[config.mk]
export PLATFORM = sky130hd
export DESIGN_NAME = bsg_upstream_out_serializer
export DESIGN_NICKNAME = d
export VERILOG_FILES = /design/src/rtl/bsg_upstream_out_serializer.sv
export SDC_FILE = /design/constraint.sdc
export NUM_CORES = 1
export LEC_CHECK = 0
export CORE_MARGIN = 5
export CORE_UTILIZATION = 23
export DETAILED_ROUTE_END_ITERATION = 16
export GPL_TIMING_DRIVEN = 0
export PLACE_DENSITY = 0.36
export SLEW_MARGIN = 0
export SYNTH_ARGS = -nofsm -noshare
export SYNTH_HDL_FRONTEND = slang
export SYNTH_SLANG_ARGS = --single-unit
[constraint.sdc]
create_clock -name clk -period 3.8 [get_ports clk]
set_input_delay 0.57 -clock clk [delete_from_list [all_inputs] [get_ports clk]]
set_output_delay 0.57 -clock clk [all_outputs]
set_load 0.05 [all_outputs]
[src/rtl/bsg_upstream_out_serializer.sv]
// Upstream off-chip output serializer: buffers core words in a small FIFO and
// streams each one out as BEATS beats over CH parallel CH_W-bit channels.
module bsg_upstream_out_serializer #(
  parameter  int CORE_W     = 64,
  parameter  int CH         = 2,
  parameter  int CH_W       = 8,
  parameter  int FIFO_DEPTH = 4,
  localparam int BEAT_W     = CH * CH_W,
  localparam int BEATS      = CORE_W / BEAT_W,
  localparam int BW         = (BEATS > 1) ? $clog2(BEATS) : 1,
  localparam int AW         = $clog2(FIFO_DEPTH),
  localparam int CW         = AW + 1
) (
  input  logic              clk,
  input  logic              rst,
  input  logic              core_valid_in,
  input  logic [CORE_W-1:0] core_data_in,
  output logic              core_ready_out,
  output logic              io_valid_out,
  output logic [BEAT_W-1:0] io_data_out,
  output logic              io_last_out,
  input  logic              io_ready,
  output logic [CW-1:0]     fifo_count
);

  localparam logic [CW-1:0] FULL_CNT  = CW'(FIFO_DEPTH);
  localparam logic [BW-1:0] LAST_BEAT = BW'(BEATS - 1);

  logic [CORE_W-1:0] mem [FIFO_DEPTH];
  logic [AW-1:0]     wr_ptr_q, wr_ptr_d;
  logic [AW-1:0]     rd_ptr_q, rd_ptr_d;
  logic [CW-1:0]     count_q, count_d;
  logic [CORE_W-1:0] cur_q, cur_d;
  logic [BW-1:0]     beat_q, beat_d;
  logic              valid_q, valid_d;

  logic push, pop, adv, empty, last_beat;
  logic [CORE_W-1:0] head;

  // The ready path depends only on reset and the registered count, never on io_ready.
  assign core_ready_out = !rst && (count_q < FULL_CNT);
  assign push           = core_valid_in && core_ready_out;
  assign empty          = (count_q == '0);
  assign head           = mem[rd_ptr_q];
  assign last_beat      = (beat_q == LAST_BEAT);
  assign adv            = !valid_q || io_ready;

  assign io_valid_out = valid_q;
  assign io_last_out  = valid_q && last_beat;
  assign fifo_count   = count_q;

  // Beat mux: beat k carries slice k of the held word, channel 0 in the low bits.
  always_comb begin
    io_data_out = '0;
    for (int k = 0; k < BEATS; k++) begin
      if (beat_q == BW'(k)) begin
        io_data_out = cur_q[k*BEAT_W +: BEAT_W];
      end else begin
        io_data_out = io_data_out;
      end
    end
  end

  // Output stage: step through beats, reload from the FIFO head after the last one.
  always_comb begin
    cur_d   = cur_q;
    beat_d  = beat_q;
    valid_d = valid_q;
    pop     = 1'b0;
    if (adv) begin
      if (valid_q && !last_beat) begin
        beat_d  = beat_q + BW'(1);
        valid_d = 1'b1;
      end else if (!empty) begin
        pop     = 1'b1;
        cur_d   = head;
        beat_d  = '0;
        valid_d = 1'b1;
      end else begin
        valid_d = 1'b0;
      end
    end else begin
      valid_d = valid_q;
    end
  end

  // FIFO pointer and occupancy bookkeeping.
  always_comb begin
    wr_ptr_d = push ? wr_ptr_q + AW'(1) : wr_ptr_q;
    rd_ptr_d = pop  ? rd_ptr_q + AW'(1) : rd_ptr_q;
    case ({push, pop})
      2'b10:   count_d = count_q + CW'(1);
      2'b01:   count_d = count_q - CW'(1);
      default: count_d = count_q;
    endcase
  end

  // FIFO storage; contents are don't-care until written.
  always_ff @(posedge clk) begin
    if (push) mem[wr_ptr_q] <= core_data_in;
  end

  // State registers; reset discards any partial word and empties the FIFO.
  always_ff @(posedge clk or posedge rst) begin
    if (rst) begin
      wr_ptr_q <= '0;
      rd_ptr_q <= '0;
      count_q  <= '0;
      cur_q    <= '0;
      beat_q   <= '0;
      valid_q  <= 1'b0;
    end else begin
      wr_ptr_q <= wr_ptr_d;
      rd_ptr_q <= rd_ptr_d;
      count_q  <= count_d;
      cur_q    <= cur_d;
      beat_q   <= beat_d;
      valid_q  <= valid_d;
    end
  end

endmodule
==> results of run 1 <==
-- metal layers --
layer	up-vias	part of all wire, %
met1	3343	46
met3	42	5.0
met5	-	0
li1	2867	-
met4	0	1.9
met2	134	47
-- synth_stat cells, drive strengths merged --
| master | count |
|---|---|
| edfxtp | 256 |
| dfrtp | 74 |
| mux4 | 64 |
| mux2 | 49 |
| a21oi | 33 |
| o21ai | 33 |
| inv | 27 |
| clkbuf | 19 |
| a22o | 18 |
| buf | 18 |
| nand2 | 17 |
| nand3 | 17 |
| ha | 9 |
| and3 | 4 |
| and2 | 3 |
| xnor2 | 3 |
| xor2 | 3 |
| nand2b | 2 |
| nor2 | 2 |
| a21bo | 1 |
| fa | 1 |
| mux2i | 1 |
| o22ai | 1 |
| or3 | 1 |
-- worst max path at each step --
stage                               from                   end  slack (ps)
2_1_floorplan  fifo_count[2]$_DFFE_PP0P_   mem[1][0]$_DFFE_PP_         270
3_3_place_gp                         rst  mem[0][57]$_DFFE_PP_       -1220
3_5_place_dp       beat_q[0]$_DFFE_PP0P_       io_data_out[13]          40
4_1_cts            beat_q[0]$_DFFE_PP0P_        io_data_out[3]           9
5_1_grt            beat_q[0]$_DFFE_PP0P_       io_data_out[10]           5
6_report           beat_q[0]$_DFFE_PP0P_       io_data_out[10]         140
-- kinds of logic after synthesis --
| group | Yosys count | synth area share [%] |
|---|---|---|
| AO/OA/AOI/OAI | 86 | 3.93 |
| multiplexers | 114 | 16.3 |
| buffers and inverters | 64 | 2.31 |
| adder cells (fa/ha/maj) | 10 | 1.03 |
| flip-flops | 330 | 74.3 |
| XOR/XNOR | 6 | 0.410 |
| AND/OR/NAND/NOR | 46 | 1.73 |
-- sequential cells by signal, summed over array words and instances (netlist names) --
register / count
wr_ptr_q: 2
mem: 256
fifo_count: 3
rd_ptr_q: 2
beat_q: 2
io_valid_out: 1
cur_q: 64
-- metrics by stage --
stage	TNS, ps	util [%]	instance area [sq um]
2_1_floorplan	0	-	12800
3_3_place_gp	-327810	26.6	14700
3_5_place_dp	0	26.8	14800
4_1_cts	0	29.2	16100
5_1_grt	0	29.2	16100
6_report	0	29.2	16100
-- cell type report --
cell class / count / area, sq um
multi-input cells: 262 / 3020
plain buffers: 37 / 204
well taps: 748 / 936
clock inverters: 16 / 165
flip-flops and latches: 330 / 9540
fillers: 5457 / 39100
inverters: 27 / 104
repair buffers: 94 / 1010
clock buffers: 58 / 1160
-- power by group --
group          switching, mW  internal (mW)  total, mW
logic                   2.59           1.78       4.38
registers              0.296           4.53       4.83
clock network           1.49           2.33       3.82
total                   4.38           8.65       13.0
-- what timing repair did --
action | CTS | global route
endpoints found under the setup margin | 12 | 8
cloned | 0 | 0
resized for setup | 15 | 10
hold buffers | 0 | 0
setup buffers | 0 | 0
-- critical path, stage by stage (launching register included) --
cell	delay (ps)
dfrtp_1	420
inv_1	130
ha_1	160
clkbuf_1	280
clkbuf_2	350
nand2_1	100
o21ai_0	320
a22o_1	240
dlygate4sd2_1	550
==> flow_summary.json, run 1 <==
{
  "synthTopCellsByArea": "edfxtp_1 60%, dfrtp_1 14%, mux4_2 11%",
  "hold_violations": 0,
  "worstSetupPathType": "reg2out",
  "crit-reg2reg-capture": "fifo_count[2]$_DFFE_PP0P_",
  "p_leak_nw": 5.52,
  "max_cap_violations": 0,
  "hpwlAfterDp_mm": 21.7,
  "syn_nets": 734,
  "crit_path_end_kind": "primary output",
  "use_met3_pct": 2.64,
  "cts_tree": "built",
  "io-pin-count": 90,
  "synth_area_sq_um": 12800,
  "core_area_sq_um": 55200,
  "clk_path_buf_depth": 3,
  "setup_viol": 0,
  "final_net_count": 870,
  "drc": 0,
  "fin_crit_ps": 3660,
  "clock_latency_ps": 550,
  "cts_sinks": 330,
  "synth-seq-area-share_pct": 74.3,
  "syn2layout_area_growth_pct": 25.7,
  "dp_slack_ps": 40.2,
  "synth_area_per_cell_sq_um": 19.6,
  "h-tree-depth": 2,
  "yosysWarnings": 0,
  "rows": 86,
  "post-route-period-util_pct": 96.3,
  "die_y_microns": 246,
  "worstPathMaxFanout": 10,
  "ir_drop_mv": 0.386,
  "drt_iter0_drc": 344,
  "dr_total_vias": 6386,
  "wl_per_cell_microns": 20.7,
  "timing.reg2reg.setup_slack_ps": 790,
  "start_kind": "flop",
  "cts_buffers": 40,
  "final_antenna_net_count": 0,
  "arrival_ps": 3090,
  "vias_per_cell": 4.06,
  "reg2reg_depth": 13,
  "reg2reg_from": "beat_q[0]$_DFFE_PP0P_",
  "io_buffer_count": 89,
  "rsz0062_at_grt": "no",
  "timing.fmax_mhz": 273,
  "grt_start_max_net_pins": 40,
  "worst_pin_slew_ps": 910,
  "grt_pass1_wl_mm": 47.9,
  "grt_overflow": 0,
  "final_common_cell": "edfxtp_1",
  "synthCells": 656,
  "status": "complete, no violations",
  "routabilityCongestion": 0.687,
  "routed_wl_mm": 32.5,
  "cts_root_buf": "clkbuf_16",
  "synth_top_area_share_pct": 59.9,
  "fin_skew_ps": 18.2,
  "dieArea_sq_um": 60600,
  "drive_gt1_share_pct": 25.2,
  "holdCritPathClass": "in2async",
  "start_util_pct": 23.2,
  "met2_usage_pct": 17.1,
  "fin_hold_ws_ps": 462,
  "die_w_microns": 246,
  "synthDistinctLibCells": 29,
  "synth_seq_cells": 330,
  "antenna_found_initial": 2,
  "diodes": 0,
  "relSlewSlack_pct": 39.4,
  "path_clk_slew_ps": 60,
  "cp.required_ps": 3230,
  "final_cell_mix": "256 x edfxtp_1, 79 x clkdlybuf4s50_1, 74 x dfrtp_1",
  "top_usage_layer": "met2",
  "grt_usage_pct": 10.7,
  "drv_slew": 0,
  "layout.cells.non_filler": 1572,
  "finalWorstSetupSlack_ps": 142,
  "total_power_mw": 13.0,
  "use_met1_pct": 14.9,
  "dpl.cell_count": 1498,
  "grt_pass1_vias": 6729,
  "powerDensity_nw_per_um2": 808,
  "dr.pass1.iters": 4,
  "synth_top_area_cell": "edfxtp_1"
}
(Power assumes the default switching activity.)
==> run 2: changes to the inputs <==
DONT_BUFFER_PORTS = 1   (was default)
PLACE_DENSITY = 0.34   (was 0.36)
SETUP_SLACK_MARGIN = 0.05   (was default)
==> flow_summary.json, run 2 (same netlist as run 1, synthesis figures left out) <==
{
  "clk_path_buf_depth": 3,
  "design_area_sq_um": 15300,
  "io-pin-count": 90,
  "fin_crit_ps": 3550,
  "final_common_cell": "edfxtp_1",
  "drive_gt1_share_pct": 27.4,
  "finalWorstSetupSlack_ps": 250,
  "fin_hold_ws_ps": 118,
  "cts_tree": "built",
  "grt_pass1_wl_mm": 47.7,
  "grt_start_max_net_pins": 39,
  "drc": 0,
  "start_kind": "flop",
  "die_w_microns": 246,
  "cts_sinks": 330,
  "clock_latency_ps": 550,
  "seq_area_sq_um": 9540,
  "place_area_sq_um": 13900,
  "crit-reg2reg-capture": "fifo_count[2]$_DFFE_PP0P_",
  "hold_violations": 0,
  "routed_wl_mm": 32.3,
  "worstPathMaxFanout": 10,
  "vias_per_cell": 4.11,
  "final_cell_mix": "256 x edfxtp_1, 74 x dfrtp_1, 64 x mux4_2",
  "multiInputGateArea_sq_um": 3020,
  "core_area_sq_um": 55200,
  "dr.pass1.iters": 4,
  "crit_start": "beat_q[0]$_DFFE_PP0P_",
  "reg2reg_from": "io_valid_out$_DFFE_PP0P_",
  "rsz0062_at_grt": "no",
  "final_net_count": 780,
  "timing.reg2reg.setup_slack_ps": 680,
  "status": "complete, no violations",
  "drt_iter0_drc": 273,
  "worstSetupPathType": "reg2out",
  "fillCellCount": 5432,
  "routabilityCongestion": 0.702,
  "crit_path_end_kind": "primary output",
  "powerDensity_nw_per_um2": 834,
  "final_antenna_net_count": 0,
  "post-route-period-util_pct": 93.4,
  "dp_slack_ps": 475,
  "arrival_ps": 2980,
  "pwr-share-seq_pct": 38.6,
  "relSlewSlack_pct": 22.6,
  "setup_viol": 0,
  "ir_drop_mv": 0.346,
  "cp.required_ps": 3230,
  "h-tree-depth": 2,
  "p_leak_nw": 5.15,
  "cts_root_buf": "clkbuf_16",
  "start_util_pct": 23.2,
  "switching_share_pct": 33.3,
  "hpwlAfterDp_mm": 22.0,
  "drv_slew": 0,
  "intPower_mw": 8.50,
  "p_sw_mw": 4.25,
  "timing.fmax_mhz": 282,
  "fin_skew_ps": 22.9,
  "cts_buffers": 38,
  "rows": 86,
  "io_buffer_count": 0,
  "grt_overflow": 0,
  "largest_reg_flops": 256,
  "wl_per_cell_microns": 21.9,
  "path_clk_slew_ps": 60,
  "dr_total_vias": 6073,
  "total_power_mw": 12.7,
  "syn2layout_area_growth_pct": 19.1,
  "grt_usage_pct": 10.8,
  "worst_pin_slew_ps": 1160,
  "reg2reg_depth": 11,
  "diodes": 0,
  "grt_pass1_vias": 6800,
  "dieArea_sq_um": 60600,
  "combinationalPowerShare_pct": 30.8,
  "max_cap_violations": 0,
  "critPathCapture": "io_data_out[13]",
  "holdCritPathClass": "in2reg",
  "die_y_microns": 246,
  "regMostFlops": "mem",
  "p_clk_share_pct": 30.7,
  "antenna_found_initial": 0
}
[run 2: per-stage QoR]
stage               std cells  util [%]  TNS, ps
finish                   1479      27.7        0
CTS                      1479      27.7        0
global route             1479      27.7        0
detailed placement       1409      25.2        0
global placement         1404      24.9  -352610
floorplan                 656         -        0
[run 2: power groups by stage]
stage               clock (mW)  combinational, mW  sequential, mW
floorplan                    0               2.94            4.85
global placement             0               3.99            5.01
detailed placement           0               4.06            5.00
CTS                       4.05               4.08            4.93
global route              4.18               4.26            4.98
finish                    3.91               3.92            4.92
[run 2: layout make-up]
class / count / share of cell area (%)
multi-input cells: 262 / 19.7
clock inverters: 19 / 1.79
repair buffers: 6 / 0.868
clock buffers: 50 / 7.07
inverters: 27 / 0.680
flip-flops and latches: 330 / 62.4
plain buffers: 37 / 1.29
well taps: 748 / 6.13
[run 2: what timing repair did]
item	CTS	global route
resized for setup	1	0
hold buffers	1	0
setup endpoints to repair	3	0
buffers inserted	0	0
endpoints found under the hold margin	37	0
[run 2: how the worst min path moves through the flow]
stage                                from                    end  slack [ps]  cells after the start
global placement    cur_q[26]$_DFFE_PP0P_  cur_q[26]$_DFFE_PP0P_         490                      1
floorplan            cur_q[1]$_DFFE_PP0P_   cur_q[1]$_DFFE_PP0P_         480                      1
detailed placement   cur_q[3]$_DFFE_PP0P_   cur_q[3]$_DFFE_PP0P_         500                      1
CTS                      core_data_in[25]   mem[0][25]$_DFFE_PP_          70                      0
global route             core_data_in[25]   mem[0][25]$_DFFE_PP_          70                      0
finish                    core_data_in[1]    mem[0][1]$_DFFE_PP_         120                      0
[run 2: critical path, cell delays in order (launching register included)]
cell and delay, ps:
dfrtp_1 420, inv_1 140, ha_1 160, clkbuf_1 310, clkbuf_2 340, nand2_1 90
o21ai_0 400, a22o_1 560
[run 2: layer usage]
| layer | global-route usage (%) | up-vias | routed length (microns) |
|---|---|---|---|
| li1 | - | 2679 | - |
| met1 | 12.8 | 3222 | 13000 |
| met2 | 18.3 | 116 | 16000 |
| met3 | 4.25 | 56 | 2390 |
| met4 | 3.20 | 0 | 885 |
| met5 | 0 | - | 0 |
